File: config.mk
export PLATFORM = sky130hd
export DESIGN_NAME = keypad_scan_debounce
export DESIGN_NICKNAME = d
export VERILOG_FILES = /design/src/rtl/keypad_scan_debounce.sv
export SDC_FILE = /design/constraint.sdc
export NUM_CORES = 1
export LEC_CHECK = 0
export CORE_MARGIN = 3
export CORE_UTILIZATION = 35
export DETAILED_ROUTE_END_ITERATION = 8
export HOLD_SLACK_MARGIN = 0.12
export PLACE_DENSITY = 0.57
export SETUP_SLACK_MARGIN = 0.05
export SYNTH_ARGS = -nofsm -noshare
export SYNTH_HDL_FRONTEND = slang
export SYNTH_SLANG_ARGS = --single-unit
File: constraint.sdc
create_clock -name clk -period 2.5 [get_ports clk]
set_input_delay 0.75 -clock clk [delete_from_list [all_inputs] [get_ports clk]]
set_output_delay 0.75 -clock clk [all_outputs]
set_load 0.01 [all_outputs]
File: src/rtl/keypad_scan_debounce.sv
// 4x4 matrix keypad scanner: one-hot column drive, 2-FF row synchronizer, and a
// press/release debouncer that emits one key_valid strobe per accepted key.
module keypad_scan_debounce #(
  parameter int unsigned SCAN_DIV        = 4,
  parameter int unsigned DEBOUNCE_CYCLES = 16,
  parameter int unsigned CNT_W           = 8
) (
  input  logic       clk,
  input  logic       rst,
  input  logic [3:0] row_keys,
  output logic [3:0] col_keys,
  output logic [3:0] key_code,
  output logic       key_valid
);

  typedef enum logic [1:0] {SCAN, DEBOUNCE, HOLD, RELEASE} state_e;

  localparam logic [CNT_W-1:0] SCAN_LAST = CNT_W'(SCAN_DIV - 1);
  localparam logic [CNT_W-1:0] SETTLED   = CNT_W'(2);
  // Last count before the stable window completes; the transition happens on it.
  localparam logic [CNT_W-1:0] DB_LAST   = CNT_W'(DEBOUNCE_CYCLES - 2);
  localparam logic [CNT_W-1:0] CNT_ONE   = CNT_W'(1);

  state_e           state_q, state_d;
  logic [3:0]       row_meta_q, row_s_q;
  logic [1:0]       col_idx_q, col_idx_d;
  logic [CNT_W-1:0] col_cnt_q, col_cnt_d;
  logic [CNT_W-1:0] cnt_q, cnt_d;
  logic [1:0]       row_idx_q, row_idx_d;
  logic [3:0]       key_code_q, key_code_d;
  logic             key_valid_q, key_valid_d;
  logic             row_bit;

  function automatic logic [3:0] map_key(input logic [1:0] row, input logic [1:0] col);
    logic [3:0] code;
    case ({row, col})
      4'h0: code = 4'h1;  4'h1: code = 4'h2;  4'h2: code = 4'h3;  4'h3: code = 4'hA;
      4'h4: code = 4'h4;  4'h5: code = 4'h5;  4'h6: code = 4'h6;  4'h7: code = 4'hB;
      4'h8: code = 4'h7;  4'h9: code = 4'h8;  4'hA: code = 4'h9;  4'hB: code = 4'hC;
      4'hC: code = 4'hE;  4'hD: code = 4'h0;  4'hE: code = 4'hF;  default: code = 4'hD;
    endcase
    return code;
  endfunction

  function automatic logic [1:0] lowest_row(input logic [3:0] row);
    logic [1:0] idx;
    casez (row)
      4'b???1: idx = 2'd0;
      4'b??10: idx = 2'd1;
      4'b?100: idx = 2'd2;
      default: idx = 2'd3;
    endcase
    return idx;
  endfunction

  assign row_bit = row_s_q[row_idx_q];

  // NOTE: sequential state uses non-blocking (<=) so every register samples
  // the pre-edge values; blocking here would create order-dependent races.
  always_ff @(posedge clk or negedge rst) begin
    if (!rst) begin
      state_q     <= SCAN;
      row_meta_q  <= '0;
      row_s_q     <= '0;
      col_idx_q   <= '0;
      col_cnt_q   <= '0;
      cnt_q       <= '0;
      row_idx_q   <= '0;
      key_code_q  <= '0;
      key_valid_q <= 1'b0;
    end else begin
      state_q     <= state_d;
      row_meta_q  <= row_keys;
      row_s_q     <= row_meta_q;
      col_idx_q   <= col_idx_d;
      col_cnt_q   <= col_cnt_d;
      cnt_q       <= cnt_d;
      row_idx_q   <= row_idx_d;
      key_code_q  <= key_code_d;
      key_valid_q <= key_valid_d;
    end
  end

  // NOTE: every signal gets a default before the case so no path can infer a latch.
  always_comb begin
    state_d     = state_q;
    col_idx_d   = col_idx_q;
    col_cnt_d   = col_cnt_q;
    cnt_d       = cnt_q;
    row_idx_d   = row_idx_q;
    key_code_d  = key_code_q;
    key_valid_d = 1'b0;
    case (state_q)
      SCAN: begin
        // Rows are only trusted once the sync chain reflects this column.
        if (row_s_q != 4'b0 && col_cnt_q >= SETTLED) begin
          row_idx_d = lowest_row(row_s_q);
          cnt_d     = '0;
          state_d   = DEBOUNCE;
        end else if (col_cnt_q == SCAN_LAST) begin
          col_idx_d = col_idx_q + 2'd1;
          col_cnt_d = '0;
        end else begin
          col_cnt_d = col_cnt_q + CNT_ONE;
        end
      end
      DEBOUNCE: begin
        if (!row_bit) begin
          col_idx_d = col_idx_q + 2'd1;
          col_cnt_d = '0;
          state_d   = SCAN;
        end else if (cnt_q == DB_LAST) begin
          cnt_d       = cnt_q + CNT_ONE;
          key_code_d  = map_key(row_idx_q, col_idx_q);
          key_valid_d = 1'b1;
          state_d     = HOLD;
        end else begin
          cnt_d = cnt_q + CNT_ONE;
        end
      end
      HOLD: begin
        if (!row_bit) begin
          cnt_d   = '0;
          state_d = RELEASE;
        end
      end
      RELEASE: begin
        if (row_bit) begin
          state_d = HOLD;
        end else if (cnt_q == DB_LAST) begin
          cnt_d     = '0;
          col_idx_d = col_idx_q + 2'd1;
          col_cnt_d = '0;
          state_d   = SCAN;
        end else begin
          cnt_d = cnt_q + CNT_ONE;
        end
      end
      default: state_d = SCAN;
    endcase
  end

  always_comb begin
    col_keys  = 4'b0001 << col_idx_q;
    key_code  = key_code_q;
    key_valid = key_valid_q;
  end

endmodule

==> results.toml <==
[cells_and_area]
mostFrequentLayoutCell = "dfrtp_1"
design.final.nets = 216
area_growth_pct = 17.1
final_layout_size_suffix_gt1_share_pct = 16.9
antenna-diode-count = 0
layout.cell_area.non_filler_um2 = 2190
n_fill_cell = 530
final_core_occ_pct = 42.7
final_cell_mix = "dfrtp_1 (34), o21ai_0 (16), nor2_1 (15), clkdlybuf4s50_1 (14)"

[hold_path]
worstHoldPathType = "register to register"
worst_hold_path.num_cells = 0
hold_path_startpoint = "row_meta_q[0]$_DFF_PN0_"
hold-path-endpoint = "row_s_q[0]$_DFF_PN0_"

[critical_path]
data_arrival_time_at_the_worst_slack_endpoint_ns = 1.59
crit_required_ns = 1.75
critical_path.endpoint_type = "primary output"
worst-path-buf-inv = 2
worst_path_dominant_cell_family = "buffers and inverters"
cp_slowest_cell = "clkdlybuf4s50_1"
crit-reg2reg-capture = "cnt_q[6]$_DFFE_PN0P_"
worst_setup_start_kind = "register"
critical_path_peak_fanout = 7
path_depth_of_the_worst_reg2reg_path = 5
crit-reg2reg-launch = "row_idx_q[1]$_DFFE_PN0P_"
rrSetupSlack_ns = 0.32
critical_path.cell_chain = "inv_2 > ha_1 > clkdlybuf4s50_1"
worstSetupPathType = "register to primary output"
worstSetupStartpoint = "col_idx_q[0]$_DFFE_PN0P_"
worst_path_largest_cell_delay_ns = 0.54

[logic_synthesis]
synth_nets = 196
synthArstFlopShare_pct = 100
netlist_area_um2 = 1870
synthCells = 180
synth_sequential_area_ratio_pct = 46.7
yosysUniqueCellTypes = 47
synth-edff-count = 0
synth_top_flop_cell = "dfrtp_1"
avgSynthCellArea_um2 = 10.4
ys_warn_count = 0
postSynthRegisterBits = 35

[die]
die_area_um2 = 6270
core_region_area_um2 = 5140
die_width_um = 79.2
rows = 26
effective_utilization_at_floorplan_pct = 36.5
floorplan.io_pins = 15
overall_die_height_um = 79.2

[power_and_ir_drop]
worst_vdd_rail_ir_drop_mv = 0.402
power.sequential.fraction_pct = 37.3
pwr-share-clk_pct = 20.1
power_leakage_nw = 0.933
pwr_density_cell_nw_per_um2 = 940
p_sw_mw = 0.813
power.combinational.fraction_pct = 42.6
switching_part_of_the_total_pct = 39.4
total_power_mw = 2.06
cell_internal_pwr_mw = 1.25

[route]
wirelength_mm = 3.50
drt-initial-drc-count = 67
drt-wirelength-per-cell_um = 12.9
drc = 0
dr_total_vias = 1335
route.antenna.remaining_nets = 0
post_drt_via_cell_ratio = 4.93
drt_first_pass_iters = 4

[sta]
grt_setup_unrepaired = "no"
post-route-min-period_ns = 2.34
tns_ns = 0
final_hold_viol_count = 0
slew_headroom_pct = 55.6
achievable-frequency_mhz = 428
setup_viol = 0
fin_skew_ns = 0.00601
report.final.slew_viol_count = 0
worst_slew_pin_slew_ns = 0.662
final_min_period_over_clock_period_pct = 93.4

[global_route]
initial_antenna_violation_count = 0
grt_pass1_vias = 1289
wire_length_of_the_first_global_routing_pass_mm = 6.21
grt_start_max_net_pins = 36
grt_util_all_layers_pct = 12.7
overflow = 0

[clock_network]
path_clk_slew_ns = 0.08
clock_latency_ns = 0.29
cts_htree_levels = 2
max-clock-path-buffers = 2
cts_tree = "yes"
numCtsBuffers = 5
cts_root_buffer = "clkbuf_8"
cts_sinks = 35
ctsHoldBuffers = 0

[run]
max_cap_violations = 0

[place]
globalplace.congestion = 0.802
port-buffer-count = 14
placed_area_um2 = 2100
final_hpwl_from_detailed_placement_mm = 2.50

[outcome]
run_status = "finished clean"
metal layers:
layer  share of wire, %  wire length, µm  GRT usage (%)  vias to the layer above
li1                   -                -              -                      690
met1                 51             1790           18.5                      629
met2                 46             1590           17.5                       14
met3                2.7               94           3.74                        2
met4               0.63               22           4.64                        0
met5                  0                0              0                        -
cell usage after synthesis (3+ instances only):
cell      instances  area, µm²
a21oi_1           7       35.0
a31oi_1           3       18.8
and3_1            5       31.3
dfrtp_1          35        876
ha_1             10        125
inv_1             6       22.5
nand2_1          10       37.5
nand2b_1          3       18.8
nand3_1           8       40.0
nor2_1           15       56.3
nor2b_1           5       31.3
o21ai_0          16       80.1
o21ai_1           5       25.0
o31ai_1           6       45.0
o31ai_2           4       50.1
what timing repair did:
action,in CTS,in global routing
gates resized for setup,0,3
buffers inserted,0,0
setup endpoints to repair,0,2
cell type report:
class	instances	area (µm²)	area share, %
tap	70	87.6	3.99
timing repair buffer	19	178	8.10
clock inverter	3	25.0	1.14
sequential	35	877	40.0
clock buffer	5	68.8	3.14
inverter	6	22.5	1.03
multi-input combinational	133	936	42.6
flip-flops by register name, summed over array words and instances (netlist names), named ones only:
| signal | flops |
|---|---|
| row_idx_q | 2 |
| row_s_q | 4 |
| row_meta_q | 4 |
| col_idx_q | 2 |
| col_cnt_q | 8 |
| cnt_q | 8 |
| state_q | 1 |
| key_code | 4 |
| key_valid | 1 |
power by group through the flow:
stage / registers, mW / logic, mW / clock network [mW]
2_1_floorplan: 0.723 / 0.695 / 0
5_1_grt: 0.788 / 1.00 / 0.468
6_report: 0.769 / 0.880 / 0.414
4_1_cts: 0.766 / 0.891 / 0.439
3_3_place_gp: 0.774 / 0.888 / 0
3_5_place_dp: 0.777 / 0.888 / 0
cell families (layout without fill, tap and decap cells):
logic type | count (synthesis) | after routing | synth area share, %
AND/OR/NAND/NOR | 66 | 66 | 20.2
AO/OA/AOI/OAI | 51 | 51 | 19.1
flip-flops | 35 | 35 | 46.7
buffers and inverters | 12 | 33 | 3.34
adder cells (fa/ha/maj) | 10 | 10 | 6.68
multiplexers | 5 | 5 | 3.54
XOR/XNOR | 1 | 1 | 0.467
worst max path at each step:
stage	depth (start not counted)	slack, ns	to
floorplan	5	0.56	col_idx_q[1]$_DFFE_PN0P_
global placement	5	0.37	cnt_q[6]$_DFFE_PN0P_
detailed placement	5	0.31	cnt_q[5]$_DFFE_PN0P_
CTS	3	0.06	col_keys[0]
global route	3	0.08	col_keys[0]
finish	3	0.16	col_keys[0]
through the flow:
step / hold WS [ns] / std cells / setup WS (ns)
floorplan: 0.331 / 180 / 0.564
global placement: 0.333 / 263 / 0.373
detailed placement: 0.335 / 263 / 0.314
CTS: 0.354 / 271 / 0.0628
global route: 0.360 / 271 / 0.0832
finish: 0.351 / 271 / 0.164
(Power assumes the default switching activity.)
